$ cat src/rtl/fetch_seq_pkg.sv
// Shared types and constants for the fetch sequencer: FSM states, jump
// condition encodings, default halt opcode and the jump-condition evaluator.
package fetch_seq_pkg;

  typedef enum logic [2:0] {
    IDLE,
    FETCH,
    EXEC,
    MEM_WAIT,
    HALT
  } seq_state_e;

  typedef enum logic [1:0] {
    JC_NEVER,
    JC_GE,
    JC_GT,
    JC_ALWAYS
  } jmp_cond_e;

  localparam logic [8:0] HALT_OP_DEFAULT = 9'h1FF;

  function automatic logic cond_true(input jmp_cond_e c, input logic ge,
                                     input logic gt);
    logic r;
    case (c)
      JC_GE:     r = ge;
      JC_GT:     r = gt;
      JC_ALWAYS: r = 1'b1;
      default:   r = 1'b0;
    endcase
    return r;
  endfunction

endpackage

$ cat src/rtl/pc_next_calc.sv
// Combinational next-PC candidates: sequential increment and jump target
// (absolute, or PC plus sign-extended offset, both modulo 2^PC_W).
module pc_next_calc #(
  parameter int PC_W  = 10,
  parameter int OFS_W = 8
) (
  input  logic [PC_W-1:0]  pc,
  input  logic             jmp_abs,
  input  logic [PC_W-1:0]  jmp_target,
  input  logic [OFS_W-1:0] jmp_ofs,
  output logic [PC_W-1:0]  pc_inc,
  output logic [PC_W-1:0]  pc_jmp
);

  logic [PC_W-1:0] ofs_ext;

  always_comb begin
    ofs_ext = PC_W'($signed(jmp_ofs));
    pc_inc  = pc + PC_W'(1);
    pc_jmp  = jmp_abs ? jmp_target : pc + ofs_ext;
  end

endmodule

$ cat src/rtl/fetch_sequencer.sv
// Multi-cycle program sequencer: PC, fetch/latch, compare flags, jumps,
// data-memory stall handshake and halt. FETCH_SEQ_PERF_EN adds perf counters.
module fetch_sequencer
  import fetch_seq_pkg::*;
#(
  parameter int                 PC_W    = 10,
  parameter int                 INSTR_W = 9,
  parameter int                 OFS_W   = 8,
  parameter logic [INSTR_W-1:0] HALT_OP = HALT_OP_DEFAULT
) (
  input  logic               clk,
  input  logic               reset,
  input  logic               start,
  output logic [PC_W-1:0]    imem_addr,
  input  logic [INSTR_W-1:0] imem_data,
  output logic [INSTR_W-1:0] instr,
  output logic               exec_valid,
  input  logic               pc_jmp_en,
  input  logic               pc_jmp_abs,
  input  logic [1:0]         jmp_cond,
  input  logic [PC_W-1:0]    jmp_target,
  input  logic [OFS_W-1:0]   jmp_ofs,
  input  logic               flag_wr,
  input  logic               alu_ge,
  input  logic               alu_gt,
  input  logic               mem_op,
  output logic               mem_req,
  input  logic               mem_ack,
  output logic [PC_W-1:0]    pc,
  output logic               done
`ifdef FETCH_SEQ_PERF_EN
  ,
  output logic [31:0]        cycle_cnt,
  output logic [31:0]        retired_cnt
`endif
);

  seq_state_e          state_q, state_d;
  logic [PC_W-1:0]     pc_q, pc_d, pc_inc, pc_jmp;
  logic [INSTR_W-1:0]  instr_q;
  logic                ge_q, gt_q, start_q, mem_req_q, done_q;
  logic                jmp_take, restart;

  pc_next_calc #(
    .PC_W (PC_W),
    .OFS_W(OFS_W)
  ) u_pc_next (
    .pc        (pc_q),
    .jmp_abs   (pc_jmp_abs),
    .jmp_target(jmp_target),
    .jmp_ofs   (jmp_ofs),
    .pc_inc    (pc_inc),
    .pc_jmp    (pc_jmp)
  );

  assign imem_addr  = pc_q;
  assign pc         = pc_q;
  assign instr      = instr_q;
  assign mem_req    = mem_req_q;
  assign done       = done_q;
  assign exec_valid = (state_q == EXEC);

  always_comb begin
    state_d  = state_q;
    pc_d     = pc_q;
    restart  = 1'b0;
    // Jumps see the flags registered before this EXEC, never the ones a cmp writes now.
    jmp_take = pc_jmp_en && cond_true(jmp_cond_e'(jmp_cond), ge_q, gt_q);
    case (state_q)
      IDLE: begin
        if (start) begin
          state_d = FETCH;
          pc_d    = '0;
        end
      end
      FETCH:   state_d = (imem_data == HALT_OP) ? HALT : EXEC;
      EXEC: begin
        if (mem_op) begin
          state_d = MEM_WAIT;
        end else begin
          state_d = FETCH;
          pc_d    = jmp_take ? pc_jmp : pc_inc;
        end
      end
      MEM_WAIT: begin
        if (mem_ack) begin
          state_d = FETCH;
          pc_d    = pc_inc;
        end
      end
      HALT: begin
        if (start && !start_q) begin
          state_d = FETCH;
          pc_d    = '0;
          restart = 1'b1;
        end
      end
      default: state_d = IDLE;
    endcase
  end

  always_ff @(posedge clk or posedge reset) begin
    if (reset) begin
      state_q   <= IDLE;
      pc_q      <= '0;
      instr_q   <= '0;
      ge_q      <= 1'b0;
      gt_q      <= 1'b0;
      start_q   <= 1'b0;
      mem_req_q <= 1'b0;
      done_q    <= 1'b0;
    end else begin
      state_q   <= state_d;
      pc_q      <= pc_d;
      start_q   <= start;
      mem_req_q <= (state_d == MEM_WAIT);
      done_q    <= (state_d == HALT);
      if (state_q == FETCH) instr_q <= imem_data;
      if (state_q == EXEC && flag_wr) begin
        ge_q <= alu_ge;
        gt_q <= alu_gt;
      end
    end
  end

`ifdef FETCH_SEQ_PERF_EN
  always_ff @(posedge clk or posedge reset) begin
    if (reset) begin
      cycle_cnt   <= '0;
      retired_cnt <= '0;
    end else if (restart) begin
      cycle_cnt   <= '0;
      retired_cnt <= '0;
    end else begin
      if (state_q != IDLE && state_q != HALT && cycle_cnt != '1)
        cycle_cnt <= cycle_cnt + 32'd1;
      if (state_q == EXEC && retired_cnt != '1)
        retired_cnt <= retired_cnt + 32'd1;
    end
  end
`endif

endmodule

$ cat config.mk
export PLATFORM = sky130hd
export DESIGN_NAME = fetch_sequencer
export DESIGN_NICKNAME = d
export VERILOG_FILES = /design/src/rtl/fetch_seq_pkg.sv /design/src/rtl/pc_next_calc.sv /design/src/rtl/fetch_sequencer.sv
export SDC_FILE = /design/constraint.sdc
export NUM_CORES = 1
export LEC_CHECK = 0
export CAP_MARGIN = 10
export CORE_MARGIN = 10
export CORE_UTILIZATION = 32
export DETAILED_ROUTE_END_ITERATION = 8
export SETUP_SLACK_MARGIN = 0.02
export SYNTH_ARGS = -nofsm -noshare
export SYNTH_HDL_FRONTEND = slang
export SYNTH_SLANG_ARGS = --single-unit
export TNS_END_PERCENT = 1
$ cat constraint.sdc
create_clock -name clk -period 5.63 [get_ports clk]
set_input_delay 1.126 -clock clk [delete_from_list [all_inputs] [get_ports clk]]
set_output_delay 1.126 -clock clk [all_outputs]
set_load 0.01 [all_outputs]
Yosys cells after proc, flatten, opt, wreduce, memory -nomap -nowiden:

Index checks and enable logic that the tools add are counted.

* add/subtract/negate cells: 2
* $mul: 0
* divide/modulo/power cells: 0
* order comparisons: 0
* eq/ne operators: 14
* shift operators: 0
* muxes and demuxes: 14
* bitwise logic cells: 0
* reductions and logical operators: 7

Operator list (number)
* 10-bit 2-to-1 mux: 6
* 10-bit case mux with 4 select lines: 1
* 3-bit case mux with 5 select lines: 1
* 3-bit 2-to-1 mux: 4
* 10-bit by 1-bit adder with 10-bit output, second input constant: 1
* 10-bit adder: 1
* 3-bit by 2-bit == test with 1-bit output, second input constant: 3
* 9-bit == test, second input constant: 1
* 2-bit != test, second input constant: 4
* 3-bit == test, second input constant: 2
* 5-bit AND reduction: 1
* 2-bit == test, second input constant: 2
* 4-bit nonzero test: 1
* 3-bit by 1-bit == test with 1-bit output, second input constant: 1
* 1-bit logical AND: 3
* 3-bit logical NOT: 1
* 1-bit case mux with 3 select lines: 1
* 2-bit by 1-bit == test with 1-bit output, second input constant: 1
* 2-bit 2-to-1 mux: 1
* 1-bit logical NOT: 1

* register bits: 27
* latch bits: 0
* RAM bits: 0
* bits in read-only memories: 0
* input bits: 39
* output and inout port bits: 32
* word-level logic and storage cells: 45
* memories: 0

Logic depth before layout (Yosys ltp):

Gate-level depths: netlist of the first run.

* depth after elaboration: 6
* mapped depth: 9
* mapped depth without buffers: 9

Modules after synthesis:

Synthesis of the first run repeated with hierarchy kept, for this count alone.

* cell total of the unflattened synthesis: 209
* area, all modules: 2060.7 µm²

By module, submodules not included
* fetch_sequencer: times used 1, cells an instance 105, area each 1328.8 µm², sequential area each 675.6 µm²
* pc_next_calc: times used 1, cells an instance 104, area each 732.0 µm², sequential area each 0.0 µm²

Worst setup path before layout of the first run:

OpenSTA, ideal clock, no wires.

* kind: in2reg
* start: input jmp_ofs[0]
* end: register pc_q[8] (netlist: imem_addr[8])
* library setup time: 0.110 ns
* arrival: 2.600 ns
* required time: 5.520 ns
* path slack: 2.920 ns
* cell stages on the path: 9
* buffers on the path: 0
* path through: ha_1 > inv_1 > fa_1 > nor2b_1 > o31a_1 > o31a_1 > a31oi_1 > xor2_1 > o41ai_1

* cells in the longest elaborated chain, start to end: 5

Ends and longest elaborated chain
* from (decl): RTL line fetch_sequencer.sv:22 `input logic [OFS_W-1:0] jmp_ofs,`
* 10-bit adder: RTL line pc_next_calc.sv:20 `pc_jmp = jmp_abs ? jmp_target : pc + ofs_ext;`
* 10-bit 2-to-1 mux: RTL line pc_next_calc.sv:20
* 10-bit 2-to-1 mux: RTL line fetch_sequencer.sv:82 `pc_d = jmp_take ? pc_jmp : pc_inc;`
* 10-bit 2-to-1 mux: RTL line fetch_sequencer.sv:78 `if (mem_op) begin`
* 10-bit case mux with 4 select lines: RTL line fetch_sequencer.sv:69 `case (state_q)`
* to (signal assigned): RTL line fetch_sequencer.sv:114 `pc_q <= pc_d;`
* to (decl): RTL line fetch_sequencer.sv:39 `logic [PC_W-1:0] pc_q, pc_d, pc_inc, pc_jmp;`

Every way passes these cells. The select of a mux whose other input is x is not followed.
A chain may end at the register's enable or synchronous reset.

Worst setup path after layout of the first run:

* start: input jmp_cond[0]
* end: register pc_q[3] (netlist: imem_addr[3])

* cells in the longest elaborated chain, start to end: 6
* elaborated cells between the ends (all ways): 8
* those cells by class: eq/ne: 3; mux: 4; reduce/logical: 1

Ends and longest elaborated chain
* from (decl): RTL line fetch_sequencer.sv:20 `input logic [1:0] jmp_cond,`
* 2-bit == test or 2-bit by 1-bit == test with 1-bit output (tied branches): RTL line fetch_seq_pkg.sv:25 `case (c)`
* 1-bit case mux with 3 select lines *: RTL line fetch_seq_pkg.sv:25
* 1-bit logical AND *: RTL line fetch_sequencer.sv:68 `jmp_take = pc_jmp_en && cond_true(jmp_cond_e'(jmp_cond), ge_q, gt_q);`
* 10-bit 2-to-1 mux *: RTL line fetch_sequencer.sv:82
* 10-bit 2-to-1 mux *: RTL line fetch_sequencer.sv:78
* 10-bit case mux with 4 select lines *: RTL line fetch_sequencer.sv:69

Mark *: on every way between the ends. The rest lies on a longest branch, timed or not. The select of a mux whose other input is x is not followed.

==> results of run 1 <==
logic make-up (layout without fill, tap and decap cells):
group / after synthesis / in the layout / synth area share
AO/OA/AOI/OAI: 67 / 67 / 0.223
XOR/XNOR: 5 / 5 / 0.0221
adder cells (fa/ha/maj): 11 / 11 / 0.0732
buffers and inverters: 24 / 83 / 0.0681
flip-flops: 27 / 27 / 0.341
multiplexers: 12 / 12 / 0.0675
AND/OR/NAND/NOR: 72 / 72 / 0.205
per-stage QoR:
step                worst slack (ps)  hold slack (ps)   util  cells
floorplan                       2920              471      -    218
global placement                2300              470  0.449    348
detailed placement              2240              478  0.449    348
CTS                             2530              505  0.457    352
global route                    2250              530  0.457    352
finish                          2490              500  0.457    352
area by class of cell:
class	count	area (sq um)
fill	587	3230
multi-input combinational	167	1170
sequential	27	676
clock buffer	3	41.3
inverter	9	33.8
timing repair buffer	70	701
tap	75	93.8
clock inverter	1	5.00
flip-flops by register name, indices dropped and copies added (netlist names):
register   count
done           1
instr          9
state_q        3
gt_q           1
imem_addr     10
start_q        1
mem_req        1
ge_q           1
how the worst max path moves through the flow:
stage	cells after the start	slack [ps]	endpoint	start
global route	7	2250	imem_addr[5]	jmp_cond[0]
floorplan	9	2920	imem_addr[8]	jmp_ofs[0]
global placement	7	2300	imem_addr[5]	jmp_cond[0]
CTS	7	2530	imem_addr[5]	jmp_cond[0]
finish	6	2490	imem_addr[3]	jmp_cond[0]
detailed placement	7	2240	imem_addr[5]	jmp_cond[0]
metal layers:
layer,share of wire,GRT usage,routed length (um),vias to the layer above
met5,0,0,0,-
met4,0.015,0.0265,84,0
li1,-,-,-,921
met1,0.45,0.154,2610,848
met2,0.48,0.180,2770,40
met3,0.052,0.0314,297,6
critical path: cells and delay by family:
kind	cells	cell delay [ps]
AO/OA/AOI/OAI	4	1450
buffers and inverters	1	410
AND/OR/NAND/NOR	1	370
power by group through the flow:
| stage | Clock (mW) | Sequential, mW | Combinational [mW] |
|---|---|---|---|
| finish | 0.112 | 0.369 | 0.700 |
| global route | 0.126 | 0.387 | 0.775 |
| CTS | 0.116 | 0.371 | 0.708 |
| detailed placement | 0 | 0.375 | 0.705 |
| global placement | 0 | 0.371 | 0.697 |
| floorplan | 0 | 0.380 | 0.415 |
placed cells by master (no fill, tap or decap), types with 5 or more instances in the layout:
cell type,synthesis,routed
clkdlybuf4s50_1,0,70
dfrtp_1,27,27
a21oi_1,16,16
nand2_1,13,13
nor2_1,12,12
o21ai_0,10,10
ha_1,10,10
inv_1,9,9
nand3_1,8,8
mux2_2,8,8
nand2b_1,6,6
nor3_1,6,6
a31oi_1,5,5
==> results by group, run 1 <==
Route
  • Final ANT Viol Nets: 0
  • Vias: 1815
  • Total wire length: 5760 um
  • DR WL/cell: 16.4 um
  • Initial drt markers: 50
  • DRC Markers: 0
  • DRT Pass-1 Iters: 4
  • Avg Vias per Cell: 5.16

Clock network
  • CTS Buf Count: 3
  • CTS tree: done
  • Clk root buf: clkbuf_8
  • Clock transition at path regs: 90 ps
  • CTS resizes: 0
  • Clock Latency Late Sink: between 200 and 300 ps
  • H-tree depth: 1
  • Post-CTS Setup Bufs: 0
  • Worst-case clock buffer depth: 2
  • CTS Hold Bufs: 0
  • Clk sinks: 27

Cells and area
  • Layout cells sized above 1: 0.0794
  • Fin nets: ~330
  • Fin area: roughly 2700 sq um
  • Antenna cell count: 0
  • Area grow syn2layout: 37.3%

Critical path
  • CP Max Fanout: 11
  • CP Data Required Time: roughly 5900 ps
  • Worst reg2reg path endpoint: imem_addr[8]
  • WS Path Type: input pin to flop
  • CP Capture Type: flop
  • Crit path arrival time: 3360 ps
  • R2R Path Start: imem_addr[0]
  • CP peak stage delay: 730 ps
  • Setup slack, reg-to-reg: ~3300 ps
  • Startpoint Class: input pin
  • CP Cell Sequence: clkdlybuf4s50_1 -> o21a_1 -> o211ai_1 -> nand2_1 -> o32ai_1 -> a22o_1
  • Worst Reg-to-Reg Cells: 9
  • Slowest library cell on the worst path: o211ai_1

Logic synthesis
  • Top_reg_cell synth: dfrtp_1
  • Post-synth EDFFs: 0
  • Synth area leader: dfrtp_1
  • Synthesized cell area: 1980 sq um
  • Area contributors post-synth: dfrtp_1, ha_1, mux2_2, buf_4, a21oi_1
  • Post-Synthesis Cells: 218
  • Async SR Flop Fraction: 1.00
  • Seq/Total Area, Yosys: 0.341
  • Synth warn: 0
  • Synth cell types: 57
  • Number of synthesized register bits: 27
  • Syn Nets: 268
  • Syn_area_per_cell: 9.10 sq um
  • Top-area cell type share of the netlist area: 0.341
  • Most common cell in the netlist: dfrtp_1
  • Most frequent cells after synthesis: dfrtp_1, a21oi_1, nand2_1

Die
  • Starting Density: 0.333
  • Die height: 98.7 um
  • Site Rows: 28
  • I/O pins: slightly above 70
  • Die area: 9750 sq um
  • CORE AREA: between 5000 and 6000 sq um
  • Die Span X: 98.7 um

Power
  • P_sw: 0.495 mW
  • Clock share of power: 0.095
  • P_int: between 0.6 and 0.7 mW
  • Power per standard cell area: approximately 430 nW/um^2
  • Power Total: 1.18 mW
  • Leakage: 1.08 nW
  • Worst IR Drop VDD: 0.208 mV
  • Sequential Power Share: 0.312
  • Sw frac: 0.420
  • Logic gate share of total power: 0.593

STA
  • Fmax achieved: 318 MHz
  • Tcrit/Tclk final: 0.558
  • Max transition margin: 0.330
  • # setup viols final: 0
  • Minimum clock period: ~3100 ps
  • Pins Over Slew Limit: 0
  • Final Hold Fails: 0
  • RSZ-0062 raised after global routing: false
  • Skew final: 1.25 ps
  • Worst Tran Pin Value: 1000 ps
  • Setup TNS: 0 ps

Flow run
  • Max Cap Viol: 0

Run status
  • Status: completed

Global route
  • Initial antenna violation count: 0
  • First-pass GRT wire length: 9580 um
  • Total global-route track usage: 0.115
  • Pin count of the biggest net entering global routing: 28
  • Vias in the first global route: 1836
  • GRT overflow: 0

Hold path
  • HP Start: instr[1]
  • Hold path depth: 1
  • Hold endpoint: instr[1]
  • Hold Path Class: flop to flop

Placed design
  • Placed Instance Area: 2680 sq um
  • Final HPWL DP: around 4700 um
  • Routability cong.: 0.832
  • Port bufs: 70
Power figures use the tool's default switching activity.
==> run 2: changes to the inputs <==
- clock period: 5.63 -> 3.11 ns (I/O delays scaled with it)
==> results by group, run 2 (synthesized netlist as in run 1, its figures left out) <==
STA
  • Setup TNS: 0 ps
  • Tcrit/Tclk final: 0.824
  • RSZ-0062 raised after global routing: false
  • Max transition margin: 0.571
  • # setup viols final: 0
  • Pins Over Slew Limit: 0
  • Minimum clock period: about 2600 ps
  • Final Hold Fails: 0
  • Skew final: 4.74 ps
  • Fmax achieved: 390 MHz
  • Worst Tran Pin Value: 642 ps

Clock network
  • Clk root buf: clkbuf_8
  • Post-CTS Setup Bufs: 0
  • Clock transition at path regs: 90 ps
  • CTS resizes: 0
  • CTS tree: done
  • Clock Latency Late Sink: 270 ps
  • Worst-case clock buffer depth: 2
  • H-tree depth: 1
  • CTS Hold Bufs: 0
  • CTS Buf Count: 3
  • Clk sinks: 27

Placed design
  • Routability cong.: 0.831
  • Final HPWL DP: 4690 um
  • Port bufs: 70

Route
  • Vias: 1852
  • DR WL/cell: 16.2 um
  • DRT Pass-1 Iters: 4
  • Initial drt markers: 78
  • Total wire length: between 5000 and 6000 um
  • Avg Vias per Cell: 5.22
  • Final ANT Viol Nets: 0
  • DRC Markers: 0

Cells and area
  • Layout cells sized above 1: 0.0857
  • Antenna cell count: 0
  • Max reg flops: 10
  • Area grow syn2layout: 38.4%
  • Core Util, Final: 0.461
  • Commonest non-fill, non-tap cell in the layout: clkdlybuf4s50_1
  • Most frequent cells in the layout: clkdlybuf4s50_1, dfrtp_1, a21oi_1
  • Fill cells: 591
  • Fin nets: 331

Global route
  • Total global-route track usage: 0.112
  • First-pass GRT wire length: about 9200 um
  • Vias in the first global route: ~1800
  • Pin count of the biggest net entering global routing: 28
  • Initial antenna violation count: 0
  • GRT overflow: 0

Critical path
  • CP Max Fanout: 3
  • WS Path Type: input pin to flop
  • CP Capture Type: flop
  • Startpoint Class: input pin
  • Crit path arrival time: 2730 ps
  • CP Data Required Time: 3280 ps

Die
  • Starting Density: 0.333
  • CORE AREA: 5960 sq um
  • Die height: 98.7 um
  • I/O pins: 71
  • Site Rows: 28
  • Die Span X: 98.7 um
  • Die area: 9750 sq um

Power
  • Leakage: 1.10 nW
  • Power Total: between 2 and 2.5 mW
  • Power per standard cell area: 782 nW/um^2
  • Worst IR Drop VDD: ~0.37 mV

Run status
  • Status: completed

Hold path
  • Hold Path Class: flop to flop

Flow run
  • Max Cap Viol: 0
run 2: changes by cell type in the layout (fill, tap and decap cells not counted), sizes merged:
| cell | previous run | this run |
|---|---|---|
| clkinv | 1 | 0 |
| clkbuf | 3 | 4 |
| buf | 0 | 3 |
run 2: path summary, 6_finish.rpt:
| path | cells past startpoint | startpoint | end | slack (ps) |
|---|---|---|---|---|
| max | 10 | jmp_ofs[0] | imem_addr[8] | 550 |
| min | 1 | instr[0] | instr[0] | 500 |
| max reg2reg | 9 | imem_addr[0] | imem_addr[8] | 780 |
| min reg2reg | 1 | instr[0] | instr[0] | 500 |
| max in group asynchronous | 3 | reset | imem_addr[5] | 2130 |
| min in group asynchronous | 3 | reset | instr[8] | 720 |
run 2: power breakdown:
part | total [mW] | switching [mW] | leakage [nW] | internal (mW)
combinational | 1.28 | 0.606 | 0.732 | 0.673
clock | 0.199 | 0.107 | 0.0228 | 0.0917
sequential | 0.668 | 0.177 | 0.341 | 0.492
total | 2.15 | 0.890 | 1.10 | 1.26
run 2: per-stage QoR:
| stage | setup slack, ps | hold slack (ps) | instances | instance area (sq um) |
|---|---|---|---|---|
| after CTS | 563 | 507 | 355 | 2740 |
| final | 548 | 500 | 355 | 2740 |
| after detailed placement | 291 | 483 | 351 | 2700 |
| after floorplan | 904 | 471 | 218 | 1980 |
| after global routing | 417 | 525 | 355 | 2740 |
| after global placement | 322 | 470 | 351 | 2700 |
run 2: final cells by class:
cell class | instances | area [sq um] | share of cell area
clock buffers | 4 | 45.0 | 0.0164
flip-flops and latches | 27 | 676 | 0.246
inverters | 9 | 33.8 | 0.0123
multi-input cells | 167 | 1170 | 0.427
well taps | 75 | 93.8 | 0.0342
repair buffers | 73 | 723 | 0.264
run 2: metal layers:
metal,part of all wire,global-route usage,wire [um],up-vias
met1,0.44,0.145,2540,870
met3,0.062,0.0328,356,2
met2,0.49,0.183,2810,45
met4,0.0054,0.0165,31,0
met5,0,0,0,-
li1,-,-,-,935
run 2: worst max-delay path, stage by stage:
cell and delay, ps:
clkdlybuf4s50_1 460, ha_1 180, inv_1 60, fa_1 380, nor2b_1 200, o31a_1 190
o31a_1 160, a31oi_1 100, xor2_1 150, o41ai_1 240
